[src/rtl/mario_sprite_ctrl_if.sv]
// Game-logic to sprite-controller update channel: requested sprite state
// plus a req/ack handshake.
`timescale 1ns/1ps
interface mario_sprite_ctrl_if;
  logic [9:0] pos_x;
  logic [9:0] pos_y;
  logic       facing_left;
  logic       walking;
  logic       upd_req;
  logic       upd_ack;

  modport master (
    output pos_x, pos_y, facing_left, walking, upd_req,
    input  upd_ack
  );

  modport slave (
    input  pos_x, pos_y, facing_left, walking, upd_req,
    output upd_ack
  );
endinterface

[src/rtl/mario_sprite_ctrl.sv]
// Per-pixel sprite fetch scheduler: hit-tests the scan position, reads the
// sprite ROM and realigns the keyed pixel with a delayed copy of sync.
`timescale 1ns/1ps
module mario_sprite_ctrl #(
  parameter int unsigned SPRITE_W  = 16,
  parameter int unsigned SPRITE_H  = 32,
  parameter int unsigned FRAMES    = 4,
  parameter int unsigned ADDR_W    = 11,
  parameter int unsigned MEM_LAT   = 2,
  parameter logic [23:0] KEY_COLOR = 24'hFF00FF,
  parameter int unsigned ANIM_DIV  = 8
) (
  input  logic              Clk,
  input  logic              Reset_n,
  input  logic [9:0]        DrawX,
  input  logic [9:0]        DrawY,
  input  logic              pix_valid,
  input  logic [2:0]        sync_in,
  input  logic              frame_start,
  mario_sprite_ctrl_if.slave upd,
  output logic [ADDR_W-1:0] mem_addr,
  output logic              mem_rd,
  input  logic [23:0]       mem_data,
  output logic              mario,
  output logic [23:0]       mario_pic_out,
  output logic [2:0]        sync_out
);
  localparam int unsigned LAT = MEM_LAT + 2;
  localparam int unsigned LXW = (SPRITE_W > 1) ? $clog2(SPRITE_W) : 1;
  localparam int unsigned LYW = (SPRITE_H > 1) ? $clog2(SPRITE_H) : 1;
  localparam int unsigned AW  = (FRAMES > 1) ? $clog2(FRAMES) : 1;
  localparam int unsigned DW  = (ANIM_DIV > 1) ? $clog2(ANIM_DIV) : 1;

  logic [9:0]        r_pend_x, r_pend_y;
  logic              r_pend_face, r_pend_walk, r_pend_vld;
  logic [9:0]        r_act_x, r_act_y;
  logic              r_act_face, r_act_walk;
  logic [AW-1:0]     r_anim;
  logic [DW-1:0]     r_div;
  logic              r_ack;
  logic [MEM_LAT:0]  r_hit;
  logic [2:0]        r_sync [LAT];

  logic              w_cap;
  logic              w_walk_next;
  logic [10:0]       w_x, w_y, w_x0, w_y0;
  logic              w_hit;
  logic [LXW-1:0]    w_lx, w_col;
  logic [LYW-1:0]    w_ly;
  logic [ADDR_W-1:0] w_addr;

  assign w_cap       = upd.upd_req & ~r_ack;
  assign upd.upd_ack = r_ack;
  // Anim update on frame_start must see the walking value being applied now.
  assign w_walk_next = r_pend_vld ? r_pend_walk : r_act_walk;

  always_ff @(posedge Clk or negedge Reset_n) begin
    if (!Reset_n) begin
      r_ack       <= 1'b0;
      r_pend_x    <= '0;
      r_pend_y    <= '0;
      r_pend_face <= 1'b0;
      r_pend_walk <= 1'b0;
      r_pend_vld  <= 1'b0;
      r_act_x     <= '0;
      r_act_y     <= '0;
      r_act_face  <= 1'b0;
      r_act_walk  <= 1'b0;
      r_anim      <= '0;
      r_div       <= '0;
    end else begin
      r_ack <= w_cap;
      if (frame_start && r_pend_vld) begin
        r_act_x    <= r_pend_x;
        r_act_y    <= r_pend_y;
        r_act_face <= r_pend_face;
        r_act_walk <= r_pend_walk;
      end
      // A capture coinciding with frame_start lands in pending for next frame.
      if (w_cap) begin
        r_pend_x    <= upd.pos_x;
        r_pend_y    <= upd.pos_y;
        r_pend_face <= upd.facing_left;
        r_pend_walk <= upd.walking;
        r_pend_vld  <= 1'b1;
      end else if (frame_start) begin
        r_pend_vld  <= 1'b0;
      end
      if (frame_start) begin
        if (!w_walk_next) begin
          r_anim <= '0;
          r_div  <= '0;
        end else if (r_div == DW'(ANIM_DIV - 1)) begin
          r_div  <= '0;
          r_anim <= (r_anim == AW'(FRAMES - 1)) ? AW'(1) : r_anim + AW'(1);
        end else begin
          r_div  <= r_div + DW'(1);
        end
      end
    end
  end

  // 11-bit compare so sprites near the right/bottom edge clip instead of wrap.
  assign w_x   = {1'b0, DrawX};
  assign w_y   = {1'b0, DrawY};
  assign w_x0  = {1'b0, r_act_x};
  assign w_y0  = {1'b0, r_act_y};
  assign w_hit = pix_valid
               && (w_x >= w_x0) && (w_x < w_x0 + 11'(SPRITE_W))
               && (w_y >= w_y0) && (w_y < w_y0 + 11'(SPRITE_H));

  assign w_lx   = LXW'(DrawX - r_act_x);
  assign w_ly   = LYW'(DrawY - r_act_y);
  assign w_col  = r_act_face ? ~w_lx : w_lx;
  assign w_addr = ADDR_W'(r_anim) * ADDR_W'(SPRITE_W * SPRITE_H)
                + ADDR_W'({w_ly, w_col});

  always_ff @(posedge Clk or negedge Reset_n) begin
    if (!Reset_n) begin
      mem_rd        <= 1'b0;
      mem_addr      <= '0;
      r_hit         <= '0;
      mario         <= 1'b0;
      mario_pic_out <= '0;
      for (int unsigned i = 0; i < LAT; i++) r_sync[i] <= '0;
    end else begin
      mem_rd <= w_hit;
      if (w_hit) mem_addr <= w_addr;
      r_hit  <= {r_hit[MEM_LAT-1:0], w_hit};
      mario         <= r_hit[MEM_LAT] && (mem_data != KEY_COLOR);
      mario_pic_out <= r_hit[MEM_LAT] ? mem_data : '0;
      r_sync[0] <= sync_in;
      for (int unsigned i = 1; i < LAT; i++) r_sync[i] <= r_sync[i-1];
    end
  end

  assign sync_out = r_sync[LAT-1];
endmodule

[src/flat_wrapper.sv]
// flat-port wrapper written by rule: the top's interface ports become plain ports
module mario_sprite_ctrl_flat 
#(
  parameter int unsigned SPRITE_W  = 16,
  parameter int unsigned SPRITE_H  = 32,
  parameter int unsigned FRAMES    = 4,
  parameter int unsigned ADDR_W    = 11,
  parameter int unsigned MEM_LAT   = 2,
  parameter logic [23:0] KEY_COLOR = 24'hFF00FF,
  parameter int unsigned ANIM_DIV  = 8
)
  (Clk, Reset_n, DrawX, DrawY, pix_valid, sync_in, frame_start, mem_addr, mem_rd, mem_data, mario, mario_pic_out, sync_out, upd_pos_x, upd_pos_y, upd_facing_left, upd_walking, upd_upd_req, upd_upd_ack);
  mario_sprite_ctrl_if upd_i ();
  input  logic Clk;
  input  logic Reset_n;
  input  logic [9:0] DrawX;
  input  logic [9:0] DrawY;
  input  logic pix_valid;
  input  logic [2:0] sync_in;
  input  logic frame_start;
  output logic [ADDR_W-1:0] mem_addr;
  output logic mem_rd;
  input  logic [23:0] mem_data;
  output logic mario;
  output logic [23:0] mario_pic_out;
  output logic [2:0] sync_out;
  input wire logic [$bits(upd_i.pos_x)-1:0] upd_pos_x;
  input wire logic [$bits(upd_i.pos_y)-1:0] upd_pos_y;
  input wire logic [$bits(upd_i.facing_left)-1:0] upd_facing_left;
  input wire logic [$bits(upd_i.walking)-1:0] upd_walking;
  input wire logic [$bits(upd_i.upd_req)-1:0] upd_upd_req;
  output wire logic [$bits(upd_i.upd_ack)-1:0] upd_upd_ack;
  assign upd_i.pos_x = upd_pos_x;
  assign upd_i.pos_y = upd_pos_y;
  assign upd_i.facing_left = upd_facing_left;
  assign upd_i.walking = upd_walking;
  assign upd_i.upd_req = upd_upd_req;
  assign upd_upd_ack = upd_i.upd_ack;
  mario_sprite_ctrl #(.SPRITE_W(SPRITE_W), .SPRITE_H(SPRITE_H), .FRAMES(FRAMES), .ADDR_W(ADDR_W), .MEM_LAT(MEM_LAT), .KEY_COLOR(KEY_COLOR), .ANIM_DIV(ANIM_DIV)) u_core (.Clk(Clk), .Reset_n(Reset_n), .DrawX(DrawX), .DrawY(DrawY), .pix_valid(pix_valid), .sync_in(sync_in), .frame_start(frame_start), .upd(upd_i), .mem_addr(mem_addr), .mem_rd(mem_rd), .mem_data(mem_data), .mario(mario), .mario_pic_out(mario_pic_out), .sync_out(sync_out));
endmodule
[config.mk]
export PLATFORM = sky130hd
export DESIGN_NAME = mario_sprite_ctrl_flat
export DESIGN_NICKNAME = d
export VERILOG_FILES = /design/src/rtl/mario_sprite_ctrl_if.sv /design/src/rtl/mario_sprite_ctrl.sv /design/src/flat_wrapper.sv
export SDC_FILE = /design/constraint.sdc
export NUM_CORES = 1
export LEC_CHECK = 0
export BUFFER_PORTS_ARGS = -buffer_cell sky130_fd_sc_hd__buf_2
export CORE_MARGIN = 1
export CORE_UTILIZATION = 48
export DETAILED_ROUTE_END_ITERATION = 8
export GPL_TIMING_DRIVEN = 0
export PLACE_DENSITY = 0.76
export REMOVE_ABC_BUFFERS = 1
export SETUP_SLACK_MARGIN = 0.2
export SYNTH_ARGS = -nofsm -noshare
export SYNTH_HDL_FRONTEND = slang
export SYNTH_SLANG_ARGS = --single-unit
[constraint.sdc]
create_clock -name Clk -period 2.46 [get_ports Clk]
set_clock_uncertainty 0.05 [all_clocks]
set_input_delay 0.123 -clock Clk [delete_from_list [all_inputs] [get_ports Clk]]
set_output_delay 0.123 -clock Clk [all_outputs]
set_load 0.05 [all_outputs]
==> results of run 1 <==
## placed cells by master, fill, tap and decap left out, types with 6 or more instances in the layout
master,synthesis,layout
buf_2,0,113
dfrtp_1,102,102
dlygate4sd3_1,0,51
mux2_2,46,46
ha_1,36,34
inv_1,33,32
and2_1,24,24
xnor2_1,14,14
nand2_1,14,14
clkbuf_8,0,9
o21ai_0,12,8
a21oi_1,10,8
mux2_4,7,7
nand3_1,7,6
nor2_1,6,6
## worst register-to-register path: stages (launching register included)
cell	delay, ns
dfrtp_1	0.43
ha_4	0.19
fa_2	0.39
a21boi_4	0.15
o21ai_2	0.13
a311oi_2	0.14
nor4_4	0.33
nand4_4	0.15
buf_8	0.17
mux2_4	0.30
## power groups by stage
stage	Clock, mW	Sequential, mW	Combinational, mW
2_1_floorplan	0	2.47	0.927
3_3_place_gp	0	2.16	1.61
3_5_place_dp	0	2.18	1.68
4_1_cts	1.12	2.14	1.83
5_1_grt	1.18	2.19	2.11
6_report	1.07	2.15	1.92
## state kept, by name (all words and copies together), names as in the netlist
name	cells
u_core.mario	1
u_core.mario_pic_out	24
u_core.mem_addr	11
u_core.r_act_face	1
u_core.r_act_walk	1
u_core.r_act_x	10
u_core.r_act_y	10
u_core.r_anim	2
u_core.r_div	3
u_core.r_hit	3
u_core.r_pend_face	1
u_core.r_pend_vld	1
u_core.r_pend_walk	1
u_core.r_pend_x	10
u_core.r_pend_y	10
u_core.r_sync	9
u_core.sync_out	3
u_core.upd.upd_ack	1
## cell type report
type	instances	area share, %
flip-flops and latches	102	40.49
multi-input cells	220	32.63
repair buffers	175	19.11
well taps	129	2.561
clock buffers	9	1.965
inverters	33	1.965
clock inverters	6	1.270
## cell families (layout without fill, tap and decap cells)
kind of cell | count (synthesis) | after routing | share of synthesized area, %
AO/OA/AOI/OAI | 41 | 41 | 5.793
adder cells (fa/ha/maj) | 38 | 38 | 10.46
XOR/XNOR | 16 | 16 | 2.990
buffers and inverters | 45 | 223 | 4.004
flip-flops | 102 | 102 | 54.46
multiplexers | 56 | 56 | 13.93
AND/OR/NAND/NOR | 69 | 69 | 8.355
## repair_timing
item                       4_1_cts  5_1_grt
hold endpoints to repair        84        0
hold buffers                    51        0
gates resized for setup         17       17
gates cloned                     0        0
buffers inserted                 6        2
pin swaps                        9        8
setup endpoints to repair       12       12
## final timing paths
path                                                        end  slack (ns)  cells past startpoint
worst min register to register        u_core.r_hit[2]$_DFF_PN0_        0.31                      0
max in group asynchronous       u_core.mem_addr[10]$_DFFE_PN0P_        1.48                      3
min in group asynchronous        u_core.r_pend_x[9]$_DFFE_PN0P_        0.21                      2
worst max-delay path             u_core.mem_addr[1]$_DFFE_PN0P_       -0.06                      9
worst max register to register   u_core.mem_addr[1]$_DFFE_PN0P_       -0.06                      9
worst min-delay path             u_core.mem_addr[4]$_DFFE_PN0P_        0.12                      4
## metal layers
| layer | up-vias | part of all wire (%) | GRT usage [%] |
|---|---|---|---|
| met5 | - | 0 | 0 |
| met2 | 102 | 52 | 39.09 |
| met4 | 0 | 1.2 | 6.466 |
| li1 | 1607 | - | - |
| met3 | 12 | 5.4 | 5.756 |
| met1 | 1627 | 42 | 23.94 |
## metrics by stage
step | utilization (%) | setup TNS, ns | instances | hold slack [ns]
after floorplan | - | -1.107 | 355 | -0.2226
after global placement | 57.41 | -9.939 | 598 | 0.1819
after detailed placement | 57.92 | -5.705 | 600 | 0.05198
after CTS | 66.67 | -0.9115 | 672 | 0.09541
after global routing | 67.58 | -1.337 | 674 | 0.1255
final | 67.58 | -0.3694 | 674 | 0.1230
==> results.ini, run 1 <==
[outcome]
status=finished, violations left
violations=negative setup slack

[critical_path]
crit_type=flip-flop to flip-flop
crit_chain=ha_4, fa_2, a21boi_4, o21ai_2, a311oi_2, nor4_4, nand4_4, buf_8, mux2_4
path_delay_family=adder cells
required_ns=2.65
cp-end-kind=flip-flop
crit_path_max_incr_delay_ns=0.43
reg2reg_from=u_core.r_act_x[0]$_DFFE_PN0P_
worst-path-max-fanout=7
critPathLaunchType=flip-flop
critical_path_buf_inv_count=1
cp-startpoint=u_core.r_act_x[0]$_DFFE_PN0P_
crit_arrival_ns=2.70
cp_slowest_cell=dfrtp_1

[synth]
yosys-top-cells-count=102 x dfrtp_1, 46 x mux2_2, 36 x ha_1, 33 x inv_1, 24 x and2_1
seq_area_frac_synth_pct=54.46
synth.ff_latch_count=102
synth_top_area_cell=dfrtp_1
ys_types=43
yosysWarningCount=0
synth_edf_count=0
synth_ff_type=dfrtp_1
synth_top_area_share_pct=54.46
synth.most_common_cell=dfrtp_1
synth.cell_area_mm2=0.004687
netlist_instances=367
async_reset_ff_share_pct=100.0
yosys-top-cells-area=dfrtp_1 54%, mux2_2 11%, ha_1 9.6%
syn_avg_cell_area_um2=12.77

[routing]
ant_nets=0
routed_wl_um=9865
avgViaCountPerCell=4.967
avgRoutedWirePerCell_um=14.64
drtIter0Drc=130
vias=3348
drc=0
dr.pass1.iters=4

[hold_path]
min_from=DrawY[0]
hold_class=primary input to flip-flop

[die]
initial_utilization_pct=50.25
die-height_um=100.8
rows=35
core_region_area_mm2=0.009328
die-area_mm2=0.01016
dieWidth_um=100.8
io_pins=115

[sta]
rsz0062_at_grt=yes
fin_crit_sh_pct=102.3
tightestPinTransition_ns=0.9917
fmax_mhz=397.2
setup_ws_ns=-0.05748
layout_min_cycle_time_ns=2.517
setup_viol=9
maxSlewViolCount=0
hold_violations=0
relSlewSlack_pct=33.73

[clock_tree]
clock-sinks=102
root_buffer=clkbuf_8
clk_pin_slew_ns=0.10
clock_path_buffers=2
cts_buffers=9
clock_latency_ns=0.35
cts_tree=built
h-tree-depth=3

[global_routing]
grt_max_degree=70
grt-ovfl-total=0
grt_pass1_wl_um=16490
grt_pass1_vias=3621
antenna_found_initial=0
track_usage_pct=21.25

[placed_design]
dp_slack_ns=-0.5413
port_buffers=114
globalplace.congestion=0.8313
placed_area_mm2=0.005403
dpl.hpwl_um=6704

[layout]
stdcell_area_mm2=0.006304
multi_input_area_mm2=0.002057
area_growth_pct=34.49
register_area_mm2=0.002552
nets=653
layout-drive-gt1-share_pct=39.27
nFillCells=675
diodes=0

[pwr]
leakage_nw=3.175
p_clk_share_pct=20.8
irDropWorstVdd_mv=0.4036
seq_power_share_pct=41.9
p_int_mw=3.292
switching_power_mw=1.841
p_total_mw=5.134
swShare_pct=35.87
combPwrFrac_pct=37.4
pwr_density_cell_mw_per_mm2=814.4

[job]
drv_cap=0

Note: power is estimated with default switching activity, not from simulation.
==> inputs of run 2 (changes only) <==
- MAX_ROUTING_LAYER: default -> met4
==> run 2 against run 1 <==
Net effect: the run now ends clean; total power is 1.4% higher; sequential share of layout area fell by 0.44 points; core utilization rose by 0.85 points; setup slack better by 0.087 ns; wire length increased by 5.0%; global-route usage is 1.6 points higher; worst hold slack lost 0.019 ns; sequential power hardly changed; cell count rose by 1.3%; critical endpoint is now u_core.mem_addr[9]$_DFFE_PN0P_.
==> results.ini, run 2 (same netlist as run 1, synthesis figures left out) <==
[outcome]
status=finished clean

[global_routing]
grt_pass1_vias=3786
track_usage_pct=22.81
grt_pass1_wl_um=17070
grt-ovfl-total=0
grt_max_degree=68
antenna_found_initial=0

[routing]
routed_wl_um=10360
avgRoutedWirePerCell_um=15.16
vias=3408
avgViaCountPerCell=4.990
ant_nets=0
dr.pass1.iters=4
drtIter0Drc=69
drc=0

[layout]
largest_reg_flops=24
nFillCells=703
nets=660
multi_input_area_mm2=0.002101
stdcell_area_mm2=0.006382
area_growth_pct=36.17
reg_top3=u_core.mario_pic_out x24, u_core.mem_addr x11
layout-drive-gt1-share_pct=41.41
top_register=u_core.mario_pic_out
register_area_mm2=0.002556
utilization_pct=68.42
final_common_cell=buf_2
final_cell_mix=113 x buf_2, 99 x dfrtp_1, 51 x dlygate4sd3_1

[die]
initial_utilization_pct=50.25
dieWidth_um=100.8
die-area_mm2=0.01016
io_pins=115
rows=35
die-height_um=100.8
core_region_area_mm2=0.009328

[pwr]
irDropWorstVdd_mv=0.4115
pwr_density_cell_mw_per_mm2=815.4
leakage_nw=3.196

[hold_path]
whs_endpoint=u_core.mem_addr[4]$_DFFE_PN0P_
hold_class=primary input to flip-flop
worstHoldPathCells=4
min_from=DrawY[0]

[critical_path]
critPathLaunchType=flip-flop
reg2reg_from=u_core.r_act_x[0]$_DFFE_PN0P_
reg2reg_setup_slack_ns=0.03
worst-path-max-fanout=7
crit_arrival_ns=2.62
required_ns=2.65
worst_r2r_endpoint=u_core.mem_addr[9]$_DFFE_PN0P_
cp-end-kind=flip-flop
crit_type=flip-flop to flip-flop
ff2ff_path_depth=9

[placed_design]
dpl.hpwl_um=6834
placed_area_mm2=0.005403
globalplace.congestion=0.8416
port_buffers=114
dp_slack_ns=-0.5106

[clock_tree]
cts_tree=built
clock_latency_ns=0.36
clock_path_buffers=2
h-tree-depth=3
root_buffer=clkbuf_8
clk_pin_slew_ns=0.10
clock-sinks=102
cts_buffers=9

[job]
drv_cap=0

[sta]
relSlewSlack_pct=32.17
rsz0062_at_grt=yes
hold_violations=0
setup_ws_ns=0.02987
layout_min_cycle_time_ns=2.430
fin_crit_sh_pct=98.79
maxSlewViolCount=0
tightestPinTransition_ns=1.015
setup_viol=0
fmax_mhz=411.5

[run 2: per-stage QoR]
step,total power [mW],TNS (ns),cells,hold slack (ns)
2_1_floorplan,3.399,-1.107,355,-0.2226
3_3_place_gp,3.767,-9.887,598,0.1821
3_5_place_dp,3.872,-5.301,600,0.06494
4_1_cts,5.097,-0.05042,679,0.08460
5_1_grt,5.527,-0.4230,682,0.08486
6_report,5.204,0,683,0.1038
[run 2: worst max-delay path by stage]
stage                             startpoint                             end  cells past startpoint
2_1_floorplan  u_core.r_act_x[4]$_DFFE_PN0P_  u_core.mem_addr[0]$_DFFE_PN0P_                      9
3_3_place_gp   u_core.r_act_x[0]$_DFFE_PN0P_  u_core.mem_addr[1]$_DFFE_PN0P_                      8
3_5_place_dp   u_core.r_act_x[0]$_DFFE_PN0P_  u_core.mem_addr[1]$_DFFE_PN0P_                      8
4_1_cts        u_core.r_act_x[0]$_DFFE_PN0P_  u_core.mem_addr[9]$_DFFE_PN0P_                      9
5_1_grt        u_core.r_act_x[0]$_DFFE_PN0P_  u_core.mem_addr[9]$_DFFE_PN0P_                      9
6_report       u_core.r_act_x[0]$_DFFE_PN0P_  u_core.mem_addr[9]$_DFFE_PN0P_                      9
[run 2: layout make-up]
cell class | instances | share of cell area (%)
Antenna cell | 1 | 0.03921
Tap cell | 129 | 2.529
Timing Repair Buffer | 182 | 19.70
Multi-Input combinational cell | 220 | 32.92
Clock inverter | 6 | 0.8234
Inverter | 33 | 1.941
Clock buffer | 10 | 2.000
Sequential cell | 102 | 40.05
[run 2: power by group]
| group | internal (mW) | switching (mW) |
|---|---|---|
| logic | 0.926 | 1.13 |
| clock network | 0.389 | 0.604 |
| registers | 1.96 | 0.195 |
[run 2: worst max-delay path: stages, from the launching register on]
cell and delay, ns:
dfrtp_1 0.40, ha_2 0.19, fa_2 0.34, a21boi_4 0.15, o21ai_2 0.12, a311oi_2 0.14
nor4_4 0.33, nand4_4 0.15, buf_8 0.16, mux2_4 0.29
[run 2: per-layer routing]
metal / vias to the layer above / track usage [%] / share of wire [%]
li1: 1621 / - / -
met1: 1656 / 24.95 / 41
met2: 115 / 41.68 / 53
met3: 16 / 5.062 / 4.8
met4: 0 / 6.243 / 1.2
met5: - / - / 0
[run 2: repair_timing]
| item | CTS | global route |
|---|---|---|
| setup buffers | 12 | 3 |
| pin swaps | 11 | 12 |
| endpoints found under the setup margin | 12 | 12 |
| hold buffers | 51 | 0 |
| hold endpoints to repair | 86 | 0 |
| gates resized for setup | 26 | 20 |
==> inputs of run 3 (changes only) <==
- PLACE_DENSITY: 0.76 -> default
- PLACE_DENSITY_LB_ADDON: default -> 0.3
==> run 3 against run 2 <==
Net effect: the run now ends with negative setup slack left; cell count shrank 0.73%; design area shrank 0.78%; critical path depth is the same; critical endpoint is now u_core.mem_addr[8]$_DFFE_PN0P_; largest power group unchanged.
==> results.ini, run 3 (same netlist as run 1, synthesis figures left out) <==
[sta]
rsz0062_at_grt=yes
fin_crit_sh_pct=102.4
timing.hold.ws_ns=0.1344
layout_min_cycle_time_ns=2.519
relSlewSlack_pct=31.99
hold_violations=0
fmax_mhz=397.0
maxSlewViolCount=0
setup_viol=10
setup_ws_ns=-0.05913
tightestPinTransition_ns=1.018

[global_routing]
track_usage_pct=22.58
grt_max_degree=68
grt_pass1_wl_um=16690
grt_pass1_vias=3702
antenna_found_initial=1
grt-ovfl-total=0

[clock_tree]
clock_path_buffers=2
cts_tree=built
h-tree-depth=3
root_buffer=clkbuf_8
cts_buffers=9
clock-sinks=102
clock_latency_ns=0.36
clk_pin_slew_ns=0.10

[critical_path]
worst_r2r_endpoint=u_core.mem_addr[8]$_DFFE_PN0P_
worst-path-max-fanout=5
crit_type=flip-flop to flip-flop
reg2reg_setup_slack_ns=-0.06
cp-end-kind=flip-flop
critPathLaunchType=flip-flop
reg2reg_from=u_core.r_act_x[0]$_DFFE_PN0P_
ff2ff_path_depth=9
crit_arrival_ns=2.73
required_ns=2.67

[pwr]
irDropWorstVdd_mv=0.3150
combPwrFrac_pct=37.8
switching_power_mw=1.879
swShare_pct=36.82
p_int_mw=3.224
leakage_nw=3.190
pwr_density_cell_mw_per_mm2=805.9
p_clk_share_pct=20.0
seq_power_share_pct=42.2

[routing]
dr.pass1.iters=4
vias=3361
avgRoutedWirePerCell_um=14.85
avgViaCountPerCell=4.957
drc=0
ant_nets=0
routed_wl_um=10070
drtIter0Drc=109

[die]
die-area_mm2=0.01016
core_region_area_mm2=0.009328
initial_utilization_pct=50.25
io_pins=115
rows=35
die-height_um=100.8
dieWidth_um=100.8

[hold_path]
whs_endpoint=u_core.mem_addr[4]$_DFFE_PN0P_
worstHoldPathCells=4
min_from=DrawY[0]
hold_class=primary input to flip-flop

[layout]
final_cell_mix=113 x buf_2, 100 x dfrtp_1, 51 x dlygate4sd3_1
top_register=u_core.mario_pic_out
register_area_mm2=0.002555
instances_no_fill=678
layout-drive-gt1-share_pct=39.78
largest_reg_flops=24
area_growth_pct=35.10
multi_input_area_mm2=0.002052
nets=655
nFillCells=702
reg_top3=u_core.mario_pic_out x24, u_core.mem_addr x11
final_common_cell=buf_2

[placed_design]
dp_slack_ns=-0.5924
dpl.hpwl_um=6684
globalplace.congestion=0.8058
placed_cells=600
port_buffers=114

[outcome]
violations=negative setup slack
status=finished, violations left

[job]
drv_cap=0

==> run 3: cell types whose count changed in the layout (fill, tap and decap cells not counted), moves of 2 or more <==
cell,before,now
ha_2,3,1
a211oi_2,2,0
o21ai_2,4,2
buf_4,12,8
ha_1,32,34
a211oi_1,0,2
buf_8,2,0
buf_6,3,1
==> run 3: what timing repair did <==
item / CTS / global route
buffers inserted: 8 / 1
endpoints found under the setup margin: 12 / 12
cloned: 1 / 0
hold buffers: 51 / 0
gates resized for setup: 28 / 6
endpoints found under the hold margin: 86 / 0
pin swaps: 11 / 3
==> run 3: critical path, stage by stage (launching register included) <==
cell and delay [ns]:
dfrtp_1 0.40, ha_2 0.19, fa_2 0.34, a21boi_4 0.15
o21ai_2 0.15, a311oi_2 0.15, nor4_4 0.34, nand4_4 0.16
clkbuf_16 0.19, mux2_4 0.29
==> run 3: metal layers <==
metal	vias to the layer above	track usage [%]	routed length [µm]
met4	0	8.138	178
li1	1615	-	-
met2	98	39.78	5086
met5	-	-	0
met3	19	5.479	503
met1	1629	24.86	4296
==> run 3: cell type report <==
cell class / instances / share of cell area (%)
Antenna cell: 1 / 0.03952
Timing Repair Buffer: 177 / 19.70
Clock buffer: 10 / 2.015
Sequential cell: 102 / 40.35
Multi-Input combinational cell: 220 / 32.40
Clock inverter: 6 / 0.9879
Inverter: 33 / 1.956
Tap cell: 129 / 2.549
==> run 3: worst max path at each step <==
stage	cells past startpoint	start	end
final	9	u_core.r_act_x[0]$_DFFE_PN0P_	u_core.mem_addr[8]$_DFFE_PN0P_
after global routing	9	u_core.r_act_x[0]$_DFFE_PN0P_	u_core.mem_addr[9]$_DFFE_PN0P_
after CTS	9	u_core.r_act_x[0]$_DFFE_PN0P_	u_core.mem_addr[9]$_DFFE_PN0P_
after detailed placement	8	u_core.r_act_x[0]$_DFFE_PN0P_	u_core.mem_addr[2]$_DFFE_PN0P_
after global placement	8	u_core.r_act_x[0]$_DFFE_PN0P_	u_core.mem_addr[7]$_DFFE_PN0P_
after floorplan	9	u_core.r_act_x[4]$_DFFE_PN0P_	u_core.mem_addr[0]$_DFFE_PN0P_
==> run 3: power by group through the flow <==
stage	logic, mW	registers, mW	clock network [mW]
floorplan	0.927	2.47	0
global placement	1.61	2.17	0
detailed placement	1.67	2.18	0
CTS	1.90	2.15	1.07
global route	2.12	2.20	1.12
finish	1.93	2.15	1.02
==> run 3: stage by stage <==
| stage | TNS (ns) | power [mW] | area (µm²) | utilization (%) |
|---|---|---|---|---|
| finish | -0.4586 | 5.103 | 6332 | 67.89 |
| global route | -1.392 | 5.437 | 6332 | 67.89 |
| CTS | -0.5642 | 5.121 | 6306 | 67.61 |
| detailed placement | -6.297 | 3.859 | 5415 | 58.06 |
| global placement | -15.28 | 3.782 | 5355 | 57.41 |
| floorplan | -1.107 | 3.399 | 4623 | - |
